$ cat config.mk
export PLATFORM = sky130hd
export DESIGN_NAME = fb_mem_arbiter
export DESIGN_NICKNAME = d
export VERILOG_FILES = /design/src/rtl/fb_mem_pkg.sv /design/src/rtl/fb_clear_engine.sv /design/src/rtl/fb_mem_arbiter.sv
export SDC_FILE = /design/constraint.sdc
export NUM_CORES = 1
export LEC_CHECK = 0
export CAP_MARGIN = 5
export CORE_ASPECT_RATIO = 0.9
export CORE_MARGIN = 4
export CORE_UTILIZATION = 44
export DETAILED_ROUTE_END_ITERATION = 7
export PLACE_DENSITY = 0.81
export SYNTH_ARGS = -nofsm -noshare
export SYNTH_HDL_FRONTEND = slang
export SYNTH_HIERARCHICAL = 1
export SYNTH_SLANG_ARGS = --single-unit
$ cat constraint.sdc
create_clock -name clk -period 2.9 [get_ports clk]
set_clock_uncertainty 0.05 [all_clocks]
set_input_delay 0.725 -clock clk [delete_from_list [all_inputs] [get_ports clk]]
set_output_delay 0.725 -clock clk [all_outputs]
set_load 0.01 [all_outputs]
$ cat src/rtl/fb_mem_pkg.sv
// Shared encodings and default widths for the framebuffer memory arbiter.
package fb_mem_pkg;

  localparam int FB_ADDR_WIDTH = 17;
  localparam int FB_DATA_WIDTH = 16;

  typedef enum logic [1:0] {
    ST_IDLE  = 2'd0,
    ST_ISSUE = 2'd1,
    ST_RDATA = 2'd2
  } arbState_t;

  typedef enum logic [1:0] {
    OWN_HDMI  = 2'd0,
    OWN_GPU   = 2'd1,
    OWN_CLEAR = 2'd2
  } owner_t;

endpackage

$ cat src/rtl/fb_clear_engine.sv
// Walks every word of one framebuffer bank, presenting a fill write per word;
// the arbiter strobes advance when each write is accepted.
module fb_clear_engine
  import fb_mem_pkg::*;
#(
  parameter int ADDR_WIDTH = FB_ADDR_WIDTH,
  parameter int DATA_WIDTH = FB_DATA_WIDTH
) (
  input  logic                  clk,
  input  logic                  reset,
  input  logic                  start,
  input  logic [DATA_WIDTH-1:0] colour,
  input  logic                  bank,
  input  logic                  advance,
  output logic                  busy,
  output logic                  req,
  output logic [ADDR_WIDTH-1:0] addr,
  output logic [DATA_WIDTH-1:0] wdata,
  output logic                  clearBank
);

  localparam logic [ADDR_WIDTH-1:0] LAST_WORD = '1;

  logic                  busyReg;
  logic [ADDR_WIDTH-1:0] countReg;
  logic [DATA_WIDTH-1:0] colourReg;
  logic                  bankReg;

  always_ff @(posedge clk or posedge reset) begin
    if (reset) begin
      busyReg   <= 1'b0;
      countReg  <= '0;
      colourReg <= '0;
      bankReg   <= 1'b0;
    end else if (!busyReg) begin
      if (start) begin
        busyReg   <= 1'b1;
        countReg  <= '0;
        colourReg <= colour;
        bankReg   <= bank;
      end
    end else if (advance) begin
      // Counter wraps back to zero on the final word, ready for the next clear.
      if (countReg == LAST_WORD) begin
        busyReg <= 1'b0;
      end
      countReg <= countReg + ADDR_WIDTH'(1);
    end
  end

  assign busy      = busyReg;
  assign req       = busyReg;
  assign addr      = countReg;
  assign wdata     = colourReg;
  assign clearBank = bankReg;

endmodule

$ cat src/rtl/fb_mem_arbiter.sv
// Single-port framebuffer arbiter: HDMI scanout has priority, GPU and clear
// engine share the remaining slots round-robin; one transaction in flight.
module fb_mem_arbiter
  import fb_mem_pkg::*;
#(
  parameter int ADDR_WIDTH = FB_ADDR_WIDTH,
  parameter int DATA_WIDTH = FB_DATA_WIDTH
) (
  input  logic                  clk,
  input  logic                  reset,
  input  logic                  fbGPU,
  input  logic                  fbHDMI,
  input  logic                  hdmi_req,
  input  logic [ADDR_WIDTH-1:0] hdmi_addr,
  output logic                  hdmi_gnt,
  output logic                  hdmi_rvalid,
  input  logic                  gpu_req,
  input  logic                  gpu_we,
  input  logic [ADDR_WIDTH-1:0] gpu_addr,
  input  logic [DATA_WIDTH-1:0] gpu_wdata,
  output logic                  gpu_gnt,
  output logic                  gpu_rvalid,
  output logic [DATA_WIDTH-1:0] rdata,
  input  logic                  clear_start,
  input  logic [DATA_WIDTH-1:0] clear_colour,
  output logic                  clear_busy,
  output logic                  mem_req,
  output logic                  mem_we,
  output logic [ADDR_WIDTH:0]   mem_addr,
  output logic [DATA_WIDTH-1:0] mem_wdata,
  input  logic                  mem_ack,
  input  logic                  mem_rvalid,
  input  logic [DATA_WIDTH-1:0] mem_rdata
);

  arbState_t             stateReg, stateNext;
  owner_t                ownerReg, ownerNext;
  logic                  favourClearReg, favourClearNext;
  logic                  memReqReg, memReqNext;
  logic                  memWeReg, memWeNext;
  logic [ADDR_WIDTH:0]   memAddrReg, memAddrNext;
  logic [DATA_WIDTH-1:0] memWdataReg, memWdataNext;

  logic                  clearReq;
  logic [ADDR_WIDTH-1:0] clearAddr;
  logic [DATA_WIDTH-1:0] clearWdata;
  logic                  clearBank;
  logic                  clearAdvance;
  logic                  ackNow;
  logic                  rvalidNow;

  fb_clear_engine #(
    .ADDR_WIDTH(ADDR_WIDTH),
    .DATA_WIDTH(DATA_WIDTH)
  ) clearEngine (
    .clk      (clk),
    .reset    (reset),
    .start    (clear_start),
    .colour   (clear_colour),
    .bank     (fbGPU),
    .advance  (clearAdvance),
    .busy     (clear_busy),
    .req      (clearReq),
    .addr     (clearAddr),
    .wdata    (clearWdata),
    .clearBank(clearBank)
  );

  assign ackNow       = (stateReg == ST_ISSUE) && mem_ack;
  assign rvalidNow    = (stateReg == ST_RDATA) && mem_rvalid;
  assign hdmi_gnt     = ackNow && (ownerReg == OWN_HDMI);
  assign gpu_gnt      = ackNow && (ownerReg == OWN_GPU);
  assign clearAdvance = ackNow && (ownerReg == OWN_CLEAR);
  assign hdmi_rvalid  = rvalidNow && (ownerReg == OWN_HDMI);
  assign gpu_rvalid   = rvalidNow && (ownerReg == OWN_GPU);
  assign rdata        = mem_rdata;

  assign mem_req   = memReqReg;
  assign mem_we    = memWeReg;
  assign mem_addr  = memAddrReg;
  assign mem_wdata = memWdataReg;

  always_comb begin
    stateNext       = stateReg;
    ownerNext       = ownerReg;
    favourClearNext = favourClearReg;
    memReqNext      = memReqReg;
    memWeNext       = memWeReg;
    memAddrNext     = memAddrReg;
    memWdataNext    = memWdataReg;

    case (stateReg)
      ST_IDLE: begin
        // Bank bits are captured here so a later buffer swap cannot retarget
        // a transaction that has already been selected.
        if (hdmi_req) begin
          ownerNext   = OWN_HDMI;
          memWeNext   = 1'b0;
          memAddrNext = {fbHDMI, hdmi_addr};
          memReqNext  = 1'b1;
          stateNext   = ST_ISSUE;
        end else if (gpu_req && (!clearReq || !favourClearReg)) begin
          ownerNext       = OWN_GPU;
          memWeNext       = gpu_we;
          memAddrNext     = {fbGPU, gpu_addr};
          memWdataNext    = gpu_wdata;
          memReqNext      = 1'b1;
          favourClearNext = !favourClearReg;
          stateNext       = ST_ISSUE;
        end else if (clearReq) begin
          ownerNext       = OWN_CLEAR;
          memWeNext       = 1'b1;
          memAddrNext     = {clearBank, clearAddr};
          memWdataNext    = clearWdata;
          memReqNext      = 1'b1;
          favourClearNext = !favourClearReg;
          stateNext       = ST_ISSUE;
        end
      end
      ST_ISSUE: begin
        if (mem_ack) begin
          memReqNext = 1'b0;
          stateNext  = memWeReg ? ST_IDLE : ST_RDATA;
        end
      end
      ST_RDATA: begin
        if (mem_rvalid) begin
          stateNext = ST_IDLE;
        end
      end
      default: begin
        stateNext  = ST_IDLE;
        memReqNext = 1'b0;
      end
    endcase
  end

  always_ff @(posedge clk or posedge reset) begin
    if (reset) begin
      stateReg       <= ST_IDLE;
      ownerReg       <= OWN_GPU;
      favourClearReg <= 1'b0;
      memReqReg      <= 1'b0;
      memWeReg       <= 1'b0;
      memAddrReg     <= '0;
      memWdataReg    <= '0;
    end else begin
      stateReg       <= stateNext;
      ownerReg       <= ownerNext;
      favourClearReg <= favourClearNext;
      memReqReg      <= memReqNext;
      memWeReg       <= memWeNext;
      memAddrReg     <= memAddrNext;
      memWdataReg    <= memWdataNext;
    end
  end

endmodule

# ---- Word-level counts from Yosys, hierarchy flattened
# Index checks and enable logic that the tools add are counted.
dict set report word_totals {
  out_inout_bits 57
  elab_cells 77
  register_bits 76
}
dict set report classes {
  n_reduce_logical 22
  n_mux 31
  bitwise_logic 3
  n_eq_ne 9
  n_addsub 1
}
# op count
set op_table {}
lappend op_table {{18-bit 2-to-1 mux} 3}
lappend op_table {{17-bit 2-to-1 mux} 3}
lappend op_table {{16-bit 2-to-1 mux} 2}
lappend op_table {{2-bit 2-to-1 mux} 9}
lappend op_table {{17-bit by 1-bit adder with 17-bit output (second input constant)} 1}
lappend op_table {{17-bit == test (second input constant)} 1}
lappend op_table {{1-bit 2-to-1 mux} 12}
lappend op_table {{3-bit AND reduction} 3}
lappend op_table {{1-bit logical AND} 8}
lappend op_table {{2-bit != test (second input constant)} 3}
lappend op_table {{2-bit one-hot mux with 3 select lines} 1}
lappend op_table {{2-bit AND reduction} 3}
lappend op_table {{2-bit by 1-bit == test with 1-bit output (second input constant)} 2}
lappend op_table {{2-bit == test (second input constant)} 2}
lappend op_table {{2-bit logical NOT} 2}
lappend op_table {{4-bit by 3-bit != test with 1-bit output (second input constant)} 1}
lappend op_table {{2-bit nonzero test} 2}
lappend op_table {{1-bit NOT} 3}
lappend op_table {{1-bit one-hot mux with 3 select lines} 1}
lappend op_table {{3-bit nonzero test} 1}
lappend op_table {{1-bit logical NOT} 2}
lappend op_table {{1-bit logical OR} 1}

# ---- Longest topological paths before layout
dict set report logic_depth {
  depth_word 6
  ltp_mapped 9
  ltp_nobuf 7
}

# ---- Cells and area by module
# Netlist, hierarchy kept.
# mod area_per_inst_um2 n_inst cells_each
set by_module_without_submodules {}
lappend by_module_without_submodules {fb_mem_arbiter 2230.9 1 222}
lappend by_module_without_submodules {fb_clear_engine 1584.0 1 163}

# ---- Least setup slack after synthesis
# OpenSTA, ideal clock, no wires.
dict set report synth_timing {
  path_kind {input to register}
  start {in mem_ack}
  end {reg clearEngine.countReg[9], in the netlist clearEngine/addr[9]}
  arrival_time_ps 2281
  path_buffers 0
  path_slack_ps 490
  cell_stages 7
  setup_time_ps 79
  cell_sequence {inv_1 -> or2_2 -> nor3b_1 -> nand4_4 -> nor3_2 -> and3_1 -> mux2i_1}
}
dict set report synth_via {
  elab_chain_cells 4
}
# element line
set synth_rtl {}
lappend synth_rtl {{start: declaration} fb_mem_arbiter.sv:31} ;# input logic mem_ack,
lappend synth_rtl {{1-bit logical AND} fb_mem_arbiter.sv:69} ;# assign ackNow = (stateReg == ST_ISSUE) && mem_ack;
lappend synth_rtl {{1-bit logical AND} fb_mem_arbiter.sv:73} ;# assign clearAdvance = ackNow && (ownerReg == OWN_CLEAR);
lappend synth_rtl {{via clearAdvance} fb_mem_arbiter.sv:48} ;# logic clearAdvance;
lappend synth_rtl {{2-bit != test (no source line)} --}
lappend synth_rtl {{2-bit AND reduction (no source line)} --}
lappend synth_rtl {{end signal: assignment} fb_clear_engine.sv:47} ;# countReg <= countReg + ADDR_WIDTH'(1);
lappend synth_rtl {{end: declaration} fb_clear_engine.sv:25} ;# logic [ADDR_WIDTH-1:0] countReg;
# The timed path passes the listed nets, and every way through them passes these cells.
# A chain may end at the register's enable or synchronous reset.

# ---- Worst setup path after layout
dict set report layout_timing {
  start {in mem_rvalid}
  end {out gpu_rvalid}
}
dict set report layout_via {
  elab_chain_cells 2
}
# element line
set layout_rtl {}
lappend layout_rtl {{start: declaration} fb_mem_arbiter.sv:32} ;# input logic mem_rvalid,
lappend layout_rtl {{1-bit logical AND} fb_mem_arbiter.sv:70} ;# assign rvalidNow = (stateReg == ST_RDATA) && mem_rvalid;
lappend layout_rtl {{1-bit logical AND} fb_mem_arbiter.sv:75} ;# assign gpu_rvalid = rvalidNow && (ownerReg == OWN_GPU);
lappend layout_rtl {{end: declaration} fb_mem_arbiter.sv:22} ;# output logic gpu_rvalid,
# Every way passes these cells.

==> results.py <==
metrics = {
    "logic_synthesis": {
        "ys_seq_area_share_pct": 49.9,
        "synth-simple-area-share_pct": 22.4,
        "yosysWarningCount": 6,
        "syn_area_mm2": 0.00381,
        "synth_edf_count": 0,
        "syn_area_per_cell_um2": 9.91,
        "synth_compound_area_share_pct": 17.4,
        "synth_top_family_by_area": "simple AND/OR/NAND/NOR gates",
        "synth_xor_area_share_pct": 0.230,
        "synthCells": 385,
        "ys_ff_latch": 76,
        "synthDistinctLibCells": 51,
        "synth.area.mux_share_pct": 2.10,
        "syn_nets": 479,
        "synthArstFlopShare_pct": 100,
        "synth_flop_cell": "dfrtp_1",
        "synthAdderAreaFrac_pct": 0.656,
    },
    "pwr": {
        "p_per_area_mw_per_mm2": 792,
        "ir_drop_v": 0.000323,
        "power_frac_clock_pct": 20.5,
        "p_seq_share_pct": 38.5,
        "p_switching_mw": 1.43,
        "netSwitchingFraction_pct": 34.4,
        "power.leakage_nw": 2.29,
        "total_power_mw": 4.16,
        "combinationalPowerShare_pct": 41.0,
        "p_int_mw": 2.73,
    },
    "final_layout": {
        "final_common_cell": "clkdlybuf4s50_1",
        "final_cell_mix": "114 x clkdlybuf4s50_1, 75 x nand2_1, 75 x dfrtp_1",
        "layout.nets": 585,
        "final_cells": 610,
        "drive_above_1_share_pct": 10.1,
        "fin_area_mm2": 0.00525,
        "syn_to_final_growth_pct": 37.6,
        "diodes": 0,
        "fillers": 678,
    },
    "detailed_routing": {
        "vias": 3508,
        "dr.pass1.iters": 4,
        "drt_wl_total_um": 10900,
        "dr.first_iter.drc_count": 237,
        "drc": 0,
        "post_drt_wl_per_cell_um": 17.9,
        "ant_nets": 0,
        "viasPerCell": 5.75,
    },
    "clock_network": {
        "cts_buffers": 9,
        "postCtsSetupBuffers": 0,
        "cts_tree": "done",
        "clk_pin_slew_worst_paths_ns": 0.08,
        "post_cts_resized": 2,
        "hold_buffers": 0,
        "insertion_delay_ns": 0.35,
        "clock-sinks": 76,
        "ctsLongestPathBuffers": 2,
        "clock-root-buffer": "clkbuf_8",
        "h-tree-depth": 3,
    },
    "sta": {
        "whs_ns": 0.431,
        "period_needed_ns": 2.86,
        "layout_setup_ws_ns": 0.0360,
        "rsz0062_at_grt": "false",
        "slew_viol_final": 0,
        "slew_headroom_pct": 36.5,
        "fmax_mhz": 349,
        "setup_violations": 0,
        "worstMarginPinSlew_ns": 0.951,
        "hold_viol": 0,
        "finalCritPeriodShare_pct": 98.8,
    },
    "global_routing": {
        "grtUsageTotal_pct": 22.2,
        "grt_max_degree": 42,
        "grt_pass1_vias": 3456,
        "gr-total-overflow": 0,
        "antenna_found_initial": 0,
        "grt_pass1_wl_um": 17800,
    },
    "job": {
        "drv_cap": 0,
    },
    "placed_design": {
        "place_ws_ns": -0.180,
        "portBuffers": 116,
        "hpwlAfterDp_um": 7840,
        "gp_congestion": 0.936,
        "dpl-instance-area_mm2": 0.00504,
        "dp_cells": 595,
    },
    "setup_path": {
        "worstSetupEndpointType": "output pin",
        "path_cells": "clkdlybuf4s50_1, nand3b_1, nor3b_1, clkdlybuf4s50_1",
        "required_ns": 2.12,
        "cp_slowest_stage_delay_ns": 0.57,
        "cp.arrival_ns": 2.09,
        "start_kind": "input port",
        "worstPathMaxFanout": 2,
        "cpMostUsedCell": "clkdlybuf4s50_1",
        "r2r_slack_ns": 0.52,
        "path_class": "input port to output pin",
        "cp_slowest_cell": "clkdlybuf4s50_1",
    },
    "floorplanning": {
        "ioPinCount": 149,
        "die_x_um": 106,
        "chipHeight_um": 96.3,
        "coreArea_mm2": 0.00826,
        "row_count": 31,
        "initial_core_util_pct": 46.2,
        "die-area_mm2": 0.0102,
    },
    "outcome": {
        "status": "completed",
    },
    "min_path": {
        "hold_path_class": "register to register",
    },
}
sequential cells by signal (all words and copies together), names as in the netlist:
name	count
mem_addr	18
clearEngine/addr	17
clearEngine/wdata	16
mem_wdata	16
ownerReg	2
stateReg	2
clearEngine/busy	1
clearEngine/clearBank	1
favourClearReg	1
mem_req	1
mem_we	1
worst paths after layout:
kind                            cells past startpoint                   end         from
worst max-delay path                                4            gpu_rvalid   mem_rvalid
worst min-delay path                                2               mem_req      mem_req
worst max register to register                      9  clearEngine/addr[15]  stateReg[1]
worst min register to register                      2               mem_req      mem_req
max in group asynchronous                           3   clearEngine/addr[5]        reset
min in group asynchronous                           3         mem_wdata[11]        reset
area by class of cell:
class	instances	area, um2	area share [%]
flip-flops and latches	76	1900	36.3
multi-input cells	259	1630	31.1
inverters	8	30.0	0.572
well taps	115	144	2.74
clock inverters	3	45.0	0.858
repair buffers	137	1330	25.3
clock buffers	12	165	3.15
routing by layer:
metal,part of all wire (%),GRT usage [%]
met1,44,30.0
met2,46,35.0
met3,7.7,4.49
met4,2.1,9.17
met5,0,0
critical path, delay by kind of cell:
| family | cells | cell delay [ns] |
|---|---|---|
| buffers and inverters | 2 | 1.05 |
| and+or+nand+nor | 2 | 0.32 |
power groups by stage:
stage	Combinational (mW)	Sequential [mW]	Clock, mW
final	1.71	1.60	0.852
after floorplan	0.774	1.68	0
after CTS	1.71	1.60	0.860
after detailed placement	1.70	1.61	0
after global routing	1.85	1.64	0.911
after global placement	1.64	1.60	0
cell usage after synthesis (all sizes together) (2+ instances only):
cell / count / area (um2)
ha: 2 / 25.0
o31ai: 2 / 15.0
nand2: 75 / 282
nand3b: 13 / 97.6
nor4: 4 / 46.3
or2: 2 / 12.5
and3: 19 / 119
a22o: 3 / 26.3
mux2i: 8 / 80.1
nand2b: 4 / 25.0
nor2b: 2 / 12.5
clkbuf: 11 / 41.3
a31oi: 12 / 75.1
nor2: 8 / 30.0
nor3: 5 / 46.3
dfrtp: 75 / 1880
buf: 31 / 209
a21o: 2 / 15.0
nor3b: 4 / 30.0
nand3: 14 / 80.1
o21ai: 16 / 83.8
inv: 8 / 30.0
a221o: 16 / 160
a21oi: 14 / 70.1
o2111ai: 5 / 43.8
nand4: 5 / 52.6
a32oi: 13 / 114
metrics by stage:
stage / TNS, ns / util, %
after floorplan: 0 / -
after global placement: -0.696 / 61.0
after detailed placement: -1.13 / 61.0
after CTS: 0 / 63.5
after global routing: 0 / 63.5
final: 0 / 63.5
kinds of logic after synthesis:
logic type	count (synthesis)
flops	76
mux	8
buf+inv	50
fa+ha+maj	2
compound gates	90
simple gates	158
xor+xnor	1
(Power assumes the default switching activity.)
